[src/rtl/tracker_audio_pkg.sv]
// Shared definitions for the tracker audio path (I2S serializer and deserializer).
package tracker_audio_pkg;
  localparam int PCM_WIDTH = 16;

  typedef logic [PCM_WIDTH-1:0] pcm_sample_t;

  typedef enum logic [1:0] {
    SEEK,
    LEFT,
    RIGHT
  } i2s_rx_state_t;

  localparam logic CH_LEFT  = 1'b0;
  localparam logic CH_RIGHT = 1'b1;
endpackage

[src/rtl/sync_edge_detect.sv]
// Multi-flop synchronizer for an edge input plus companion data bits, with a
// rising-edge strobe on the edge input aligned to the synchronized data.
module sync_edge_detect #(
  parameter int SYNC_STAGES = 2,
  parameter int WIDTH       = 1
) (
  input  logic             clk,
  input  logic             rst_n,
  input  logic             edge_in,
  input  logic [WIDTH-1:0] data_in,
  output logic             rise,
  output logic [WIDTH-1:0] data_sync
);
  // Bit 0 of each stage carries the edge input; data rides in the same stage
  // so sampled data is never skewed against the detected edge.
  logic [SYNC_STAGES-1:0][WIDTH:0] sync_q, sync_d;
  logic                            prev_q, prev_d;

  always_comb begin
    sync_d[0] = {data_in, edge_in};
    for (int i = 1; i < SYNC_STAGES; i++) sync_d[i] = sync_q[i-1];
    prev_d = sync_q[SYNC_STAGES-1][0];
  end

  always_ff @(posedge clk or negedge rst_n) begin
    if (!rst_n) begin
      sync_q <= '0;
      prev_q <= 1'b0;
    end else begin
      sync_q <= sync_d;
      prev_q <= prev_d;
    end
  end

  assign rise      = sync_q[SYNC_STAGES-1][0] & ~prev_q;
  assign data_sync = sync_q[SYNC_STAGES-1][WIDTH:1];
endmodule

[src/rtl/pcm_deserializer.sv]
// I2S receiver: oversamples BCLK/LRCK/SDATA in the clk domain and delivers
// stereo PCM pairs with a one-cycle valid strobe and a framing-error strobe.
module pcm_deserializer
  import tracker_audio_pkg::*;
#(
  parameter int DATA_WIDTH  = PCM_WIDTH,
  parameter int SYNC_STAGES = 2
) (
  input  logic                  clk,
  input  logic                  rst_active_low,
  input  logic                  bit_clock_in,
  input  logic                  LR_select_in,
  input  logic                  serial_data_in,
  output logic [DATA_WIDTH-1:0] pcm_data_left,
  output logic [DATA_WIDTH-1:0] pcm_data_right,
  output logic                  pcm_data_valid,
  output logic                  frame_error
);
  localparam int CNT_W = $clog2(DATA_WIDTH + 1);

  logic                  rise, lr_s, data_s, lr_chg;
  logic [1:0]            sync_data;
  i2s_rx_state_t         state_q;
  logic [DATA_WIDTH-2:0] shift_q;
  logic [CNT_W-1:0]      bit_cnt_q;
  logic [DATA_WIDTH-1:0] left_hold_q, left_q, right_q, word;
  logic                  left_vld_q, lr_prev_q, valid_q, err_q, word_ok;

  sync_edge_detect #(.SYNC_STAGES(SYNC_STAGES), .WIDTH(2)) u_sync (
    .clk       (clk),
    .rst_n     (rst_active_low),
    .edge_in   (bit_clock_in),
    .data_in   ({serial_data_in, LR_select_in}),
    .rise      (rise),
    .data_sync (sync_data)
  );

  assign {data_s, lr_s} = sync_data;
  assign lr_chg  = lr_s != lr_prev_q;
  // The bit on the LR transition is the LSB of the slot just ending.
  assign word    = {shift_q, data_s};
  assign word_ok = bit_cnt_q == CNT_W'(DATA_WIDTH - 1);

  always_ff @(posedge clk or negedge rst_active_low) begin
    if (!rst_active_low) begin
      state_q     <= SEEK;
      shift_q     <= '0;
      bit_cnt_q   <= '0;
      left_hold_q <= '0;
      left_vld_q  <= 1'b0;
      lr_prev_q   <= 1'b0;
      left_q      <= '0;
      right_q     <= '0;
      valid_q     <= 1'b0;
      err_q       <= 1'b0;
    end else begin
      valid_q <= 1'b0;
      err_q   <= 1'b0;
      if (rise) begin
        lr_prev_q <= lr_s;
        case (state_q)
          SEEK: begin
            if (lr_chg) begin
              bit_cnt_q <= '0;
              state_q   <= (lr_s == CH_LEFT) ? LEFT : RIGHT;
            end
          end
          LEFT, RIGHT: begin
            if (!lr_chg) begin
              shift_q <= {shift_q[DATA_WIDTH-3:0], data_s};
              if (bit_cnt_q != CNT_W'(DATA_WIDTH)) bit_cnt_q <= bit_cnt_q + CNT_W'(1);
            end else begin
              if (!word_ok) begin
                err_q      <= 1'b1;
                left_vld_q <= 1'b0;
              end else if (state_q == LEFT) begin
                left_hold_q <= word;
                left_vld_q  <= 1'b1;
              end else if (left_vld_q) begin
                // A right word without a preceding left is dropped silently.
                left_q     <= left_hold_q;
                right_q    <= word;
                valid_q    <= 1'b1;
                left_vld_q <= 1'b0;
              end
              bit_cnt_q <= '0;
              state_q   <= (lr_s == CH_LEFT) ? LEFT : RIGHT;
            end
          end
          default: state_q <= SEEK;
        endcase
      end
    end
  end

  assign pcm_data_left  = left_q;
  assign pcm_data_right = right_q;
  assign pcm_data_valid = valid_q;
  assign frame_error    = err_q;
endmodule

[config.mk]
export PLATFORM = sky130hd
export DESIGN_NAME = pcm_deserializer
export DESIGN_NICKNAME = d
export VERILOG_FILES = /design/src/rtl/tracker_audio_pkg.sv /design/src/rtl/sync_edge_detect.sv /design/src/rtl/pcm_deserializer.sv
export SDC_FILE = /design/constraint.sdc
export NUM_CORES = 1
export LEC_CHECK = 0
export CAP_MARGIN = 20
export CORE_ASPECT_RATIO = 0.8
export CORE_MARGIN = 2
export CORE_UTILIZATION = 45
export CTS_CLUSTER_SIZE = 40
export DETAILED_ROUTE_END_ITERATION = 8
export PLACE_DENSITY = 0.77
export SKIP_LAST_GASP = 1
export SLEW_MARGIN = 20
export SYNTH_ARGS = -nofsm -noshare
export SYNTH_HDL_FRONTEND = slang
export SYNTH_SLANG_ARGS = --single-unit
export TNS_END_PERCENT = 30
[constraint.sdc]
create_clock -name clk -period 2.7 [get_ports clk]
set_input_delay 0.27 -clock clk [delete_from_list [all_inputs] [get_ports clk]]
set_output_delay 0.27 -clock clk [all_outputs]
set_load 0.05 [all_outputs]
# Word level (Yosys, flattened, before mapping)
# Index checks and enable logic that the tools add are counted.
[op_classes] n_eq_ne=8 mux=19 n_reduce_logical=10 bitwise=4 n_addsub=1
[ops] cell="$mux 5" count=3
[ops] cell="$mux 1" count=12
[ops] cell="$pmux 5 s2" count=1
[ops] cell="$mux 2" count=3
[ops] cell="$reduce_and 3->1" count=2
[ops] cell="$reduce_and 6->1" count=1
[ops] cell="$add 5x1->5 const B" count=1
[ops] cell="$eq 5x4->1 const B" count=1
[ops] cell="$ne 5x5->1 const B" count=1
[ops] cell="$reduce_and 5->1" count=1
[ops] cell="$reduce_and 4->1" count=1
[ops] cell="$ne 3x3->1 const B" count=1
[ops] cell="$not 1->1" count=3
[ops] cell="$reduce_or 3->1" count=1
[ops] cell="$eq 2x1->1 const B" count=1
[ops] cell="$eq 2x2->1 const B" count=1
[ops] cell="$logic_not 2->1" count=1
[ops] cell="$ne 2x1->1 const B" count=1
[ops] cell="$ne 2x2->1 const B" count=1
[ops] cell="$reduce_and 2->1" count=1
[ops] cell="$reduce_bool 2->1" count=1
[ops] cell="$reduce_or 2->1" count=1
[ops] cell="$and 1x1->1" count=1
[ops] cell="$ne 1x1->1" count=1
[word_totals] elab_cells=55 input_bits=5 regBits=81

# Longest topological paths before layout
[logic_depth] depth_word=6 ltp_mapped=7

# Cells and area by module
# From an unflattened synthesis, not the netlist that was laid out.
[unflattened] hier_cells=201 area_unflattened_um2=3186.8
[modules_own_cells] module="pcm_deserializer" cells_each=193 instances=1 area_per_inst_um2=2997.9
[modules_own_cells] module="sync_edge_detect" cells_each=8 instances=1 area_per_inst_um2=188.9

# Least setup slack after synthesis
# Ideal clock, no wire load.
[synth_timing] kind="reg-to-reg" start="register bit_cnt_q[1]" end="register left_q[10] (netlist: pcm_data_left[10])" setup_slack_ps=689 period_less_slack_ps=2011 stages_incl_launch_ff=8 t_required_ps=2575 arrival_ps=1887 path_cell_list="dfrtp_1 ha_1 and3_1 ha_1 nand2_1 nor4_4 buf_6 mux2_2"
[synth_via] elab_chain_len=2
[synth_rtl] item="start, declared" line="pcm_deserializer.sv:25" source="logic [CNT_W-1:0] bit_cnt_q;"
[synth_rtl] item="start signal, assigned" line="pcm_deserializer.sv:71" source="if (bit_cnt_q != CNT_W'(DATA_WIDTH)) bit_cnt_q <= bit_cnt_q + CNT_W'(1);"
[synth_rtl] item="$eq 5x4->1" line="pcm_deserializer.sv:42" source="assign word_ok = bit_cnt_q == CNT_W'(DATA_WIDTH - 1);"
[synth_rtl] item="$reduce_and 6->1 (no line)"
[synth_rtl] item="end signal, assigned" line="pcm_deserializer.sv:81" source="left_q <= left_hold_q;"
[synth_rtl] item="end, declared" line="pcm_deserializer.sv:26" source="logic [DATA_WIDTH-1:0] left_hold_q, left_q, right_q, word;"
# Every way passes these cells.
# A chain may end at the register's enable or synchronous reset.

# Final worst setup path
[layout_timing] start="register state_q[0]" end="register shift_q[5]"
[layout_via] elab_chain_len=3 elab_cells_between_ends=4
[layout_rtl] item="start, declared" line="pcm_deserializer.sv:23" source="i2s_rx_state_t state_q;"
[layout_rtl] item="start signal, assigned" line="pcm_deserializer.sv:65" source="state_q <= (lr_s == CH_LEFT) ? LEFT : RIGHT;"
[layout_rtl] item="start signal, assigned" line="pcm_deserializer.sv:87" source="state_q <= (lr_s == CH_LEFT) ? LEFT : RIGHT;"
[layout_rtl] item="$eq 2x1->1 / $eq 2x2->1 (equally long branches)" line="pcm_deserializer.sv:61" source="case (state_q)"
[layout_rtl] item="$reduce_or 2->1 (*)" line="pcm_deserializer.sv:61"
[layout_rtl] item="$reduce_and 3->1 (no line) (*)"
[layout_rtl] item="end signal, assigned" line="pcm_deserializer.sv:70" source="shift_q <= {shift_q[DATA_WIDTH-3:0], data_s};"
[layout_rtl] item="end, declared" line="pcm_deserializer.sv:24" source="logic [DATA_WIDTH-2:0] shift_q;"
# Mark *: on every way between the ends. The rest lies on a longest branch, timed or not.

==> impl_metrics.csv <==
group,metric,value,unit
run_status,outcome,"completed",
logic_synthesis,synth-seq-cells,81,
logic_synthesis,syn_inst,207,
timing,tightest_slew,817,ps
critical_path,crit_path_start,"state_q[0]",
critical_path,r2r-start,"state_q[0]",
timing,setup_tns,0,ps
logic_synthesis,ys_top_cells_by_area,"dfrtp_1 63%, mux2_2 22%, ha_1 2.3%",
die,core,0.00689,mm2
cts,numCtsBuffers,9,
cts,cts_buffer_depth,2,
die,num_rows,27,
critical_path,path_cells,"inv_1 -> ha_1 -> and3b_1 -> and2_1 -> mux2_2",
place,port_buffers,38,
logic_synthesis,syn_avg_cell_area,15.5,um2
cells_and_area,fillers,581,
global_routing,antenna_found_initial,0,
route,via_count,1773,
cts,cts_tree,"yes",
critical_path,max_stage_delay,690,ps
timing,finClkSkew,7.90,ps
logic_synthesis,synth-async-reset-ratio,100,%
global_routing,first_global_vias,1811,
route,dr.pass1.iters,4,
die,die_x,98.3,um
route,ant_nets,0,
worst_hold_path,min-delay-start,"LR_select_in",
cts,clock_latency,360,ps
logic_synthesis,synth_cell_types,30,
global_routing,grt_pass1_wl,8940,um
route,wl_met1,2600,um
cts,post_cts_buffers,0,
die,die_area,0.00781,mm2
timing,slew_viol_final,0,
timing,whs,346,ps
flow_run,max-cap-violations,0,
cells_and_area,nNetsFinal,265,
critical_path,crit_path_start_kind,"flip-flop",
cells_and_area,multi_input_area,0.00110,mm2
critical_path,cp_slowest_cell,"and2_1",
cells_and_area,diodes,0,
die,ios,39,
route,via_per_inst,5.14,
logic_synthesis,synth_enable_flop_cells,0,
cts,cts-root-buf,"clkbuf_8",
pwr,leakagePower,1.87,nW
cells_and_area,drive_above_1_share,34.1,%
timing,hold_viol,0,
critical_path,crit_arrival,2500,ps
route,wl_met3,220,um
route,wl_per_cell,15.3,um
critical_path,endpoint_kind,"flip-flop",
timing,fmax,442,MHz
cts,htree_num_levels,3,
place,gp_congestion,0.823,
route,finalWirelength,5290,um
cts,clkSinkCount,81,
die,start_util,46.5,%
global_routing,grt_max_degree,42,
logic_synthesis,synth.most_common_cell,"dfrtp_1",
logic_synthesis,yosysSeqAreaShare,63.3,%
timing,rsz0062_at_grt,"no",
global_routing,grt.total_usage,15.1,%
logic_synthesis,synthFlopType,"dfrtp_1",
place,hpwl,3520,um
die,die_y,79.4,um
global_routing,grt_overflow,0,
pwr,powerDensity,644,mW/mm2
logic_synthesis,synth_top_area_cell,"dfrtp_1",
route,top_layer,"met4",
logic_synthesis,yosysTopAreaCellShare,63.3,%
timing,period_share,83.8,%
route,drc,0,
timing,setup-violations-final,0,
critical_path,crit_fanout,16,
cts,clkTransAtPathRegs,70,ps
pwr,vdd_drop_max,0.371,mV
route,dr_wl_met2,2360,um
cells_and_area,regArea,0.00203,mm2
critical_path,path_class,"flip-flop to flip-flop",
logic_synthesis,synthTopCellsByCount,"81 x dfrtp_1, 63 x mux2_2, 7 x inv_1",
route,first_iter_violations,41,
cells_and_area,area_growth_syn_to_layout,20.2,%
timing,slew_headroom,45.6,%
logic_synthesis,syn-num-nets,218,
worst_hold_path,hold_path.class,"input pin to flip-flop",
logic_synthesis,yosysWarnings,0,
critical_path,cp_data_required_time,2940,ps
timing,fin_crit,2260,ps
logic_synthesis,synthesis.area,0.00320,mm2
[through the flow]
stage	setup WS [ps]	cell area [um2]	std cells	power [mW]	utilization, %
finish	438	3850	345	2.48	55.8
global route	335	3850	345	2.63	55.8
CTS	453	3850	345	2.51	55.8
detailed placement	467	3680	329	1.76	53.4
global placement	538	3680	329	1.74	53.4
floorplan	689	3200	207	1.64	-
[where the power goes]
group / internal, mW / total, mW / switching [mW]
clock: 0.323 / 0.742 / 0.420
combinational: 0.155 / 0.354 / 0.199
sequential: 1.30 / 1.38 / 0.0851
[path summary, 6_finish.rpt]
check / to / slack (ps) / cells after the start
setup / recovery: shift_q[5] / 440 / 5
hold / removal: u_sync.sync_d[4] / 350 / 1
setup reg to reg: shift_q[5] / 440 / 5
hold reg to reg: u_sync.prev_d / 350 / 0
max in group asynchronous: bit_cnt_q[4] / 1670 / 3
min in group asynchronous: shift_q[5] / 430 / 2
[critical path: cells and delay by family, from the launching register on]
kind / cells / cell delay, ps
AND/OR/NAND/NOR: 2 / 930
multiplexers: 1 / 420
flip-flops: 1 / 410
adder cells (fa/ha/maj): 1 / 310
buffers and inverters: 1 / 80
[what timing repair did]
item                      in CTS  in global routing
gates resized for setup        0                  0
hold endpoints to repair      40                  0
hold buffers                   1                  0
[kinds of logic after synthesis]
logic type	share of synthesized area, %
flip-flops	63.3
multiplexers	22.2
AND/OR/NAND/NOR	5.31
AO/OA/AOI/OAI	3.91
buffers and inverters	2.46
adder cells (fa/ha/maj)	2.34
XOR/XNOR	0.508
[layout make-up]
type | count | share of cell area [%]
clock buffer | 9 | 3.22
sequential | 81 | 52.7
timing repair buffer | 43 | 11.2
tap | 87 | 2.83
multi-input combinational | 112 | 28.5
clock inverter | 6 | 0.943
inverter | 7 | 0.683
[layout by cell type, fill, tap and decap left out, types with 2 or more instances in the layout]
cell type / n
a22oi_1: 2
buf_4: 4
clkbuf_8: 9
clkdlybuf4s50_1: 37
clkinv_2: 4
dfrtp_1: 81
ha_1: 6
inv_1: 7
mux2_2: 63
nand2_1: 6
nand2b_1: 5
nor2_1: 3
nor2b_1: 2
o211ai_1: 4
o21ai_0: 3
o22ai_1: 3
[registers in the layout (all words and copies together), names as in the netlist]
signal	cells
u_sync.data_sync	2
bit_cnt_q	5
frame_error	1
lr_prev_q	1
u_sync.prev_q	1
pcm_data_right	16
pcm_data_left	16
left_vld_q	1
u_sync.prev_d	1
state_q	2
shift_q	15
u_sync.sync_d	3
left_hold_q	16
pcm_data_valid	1
[layer usage]
metal | vias up | GRT usage, %
met3 | 10 | 5.43
li1 | 837 | -
met1 | 890 | 20.3
met2 | 36 | 22.1
met4 | 0 | 6.99
met5 | - | 0
(Power assumes the default switching activity.)
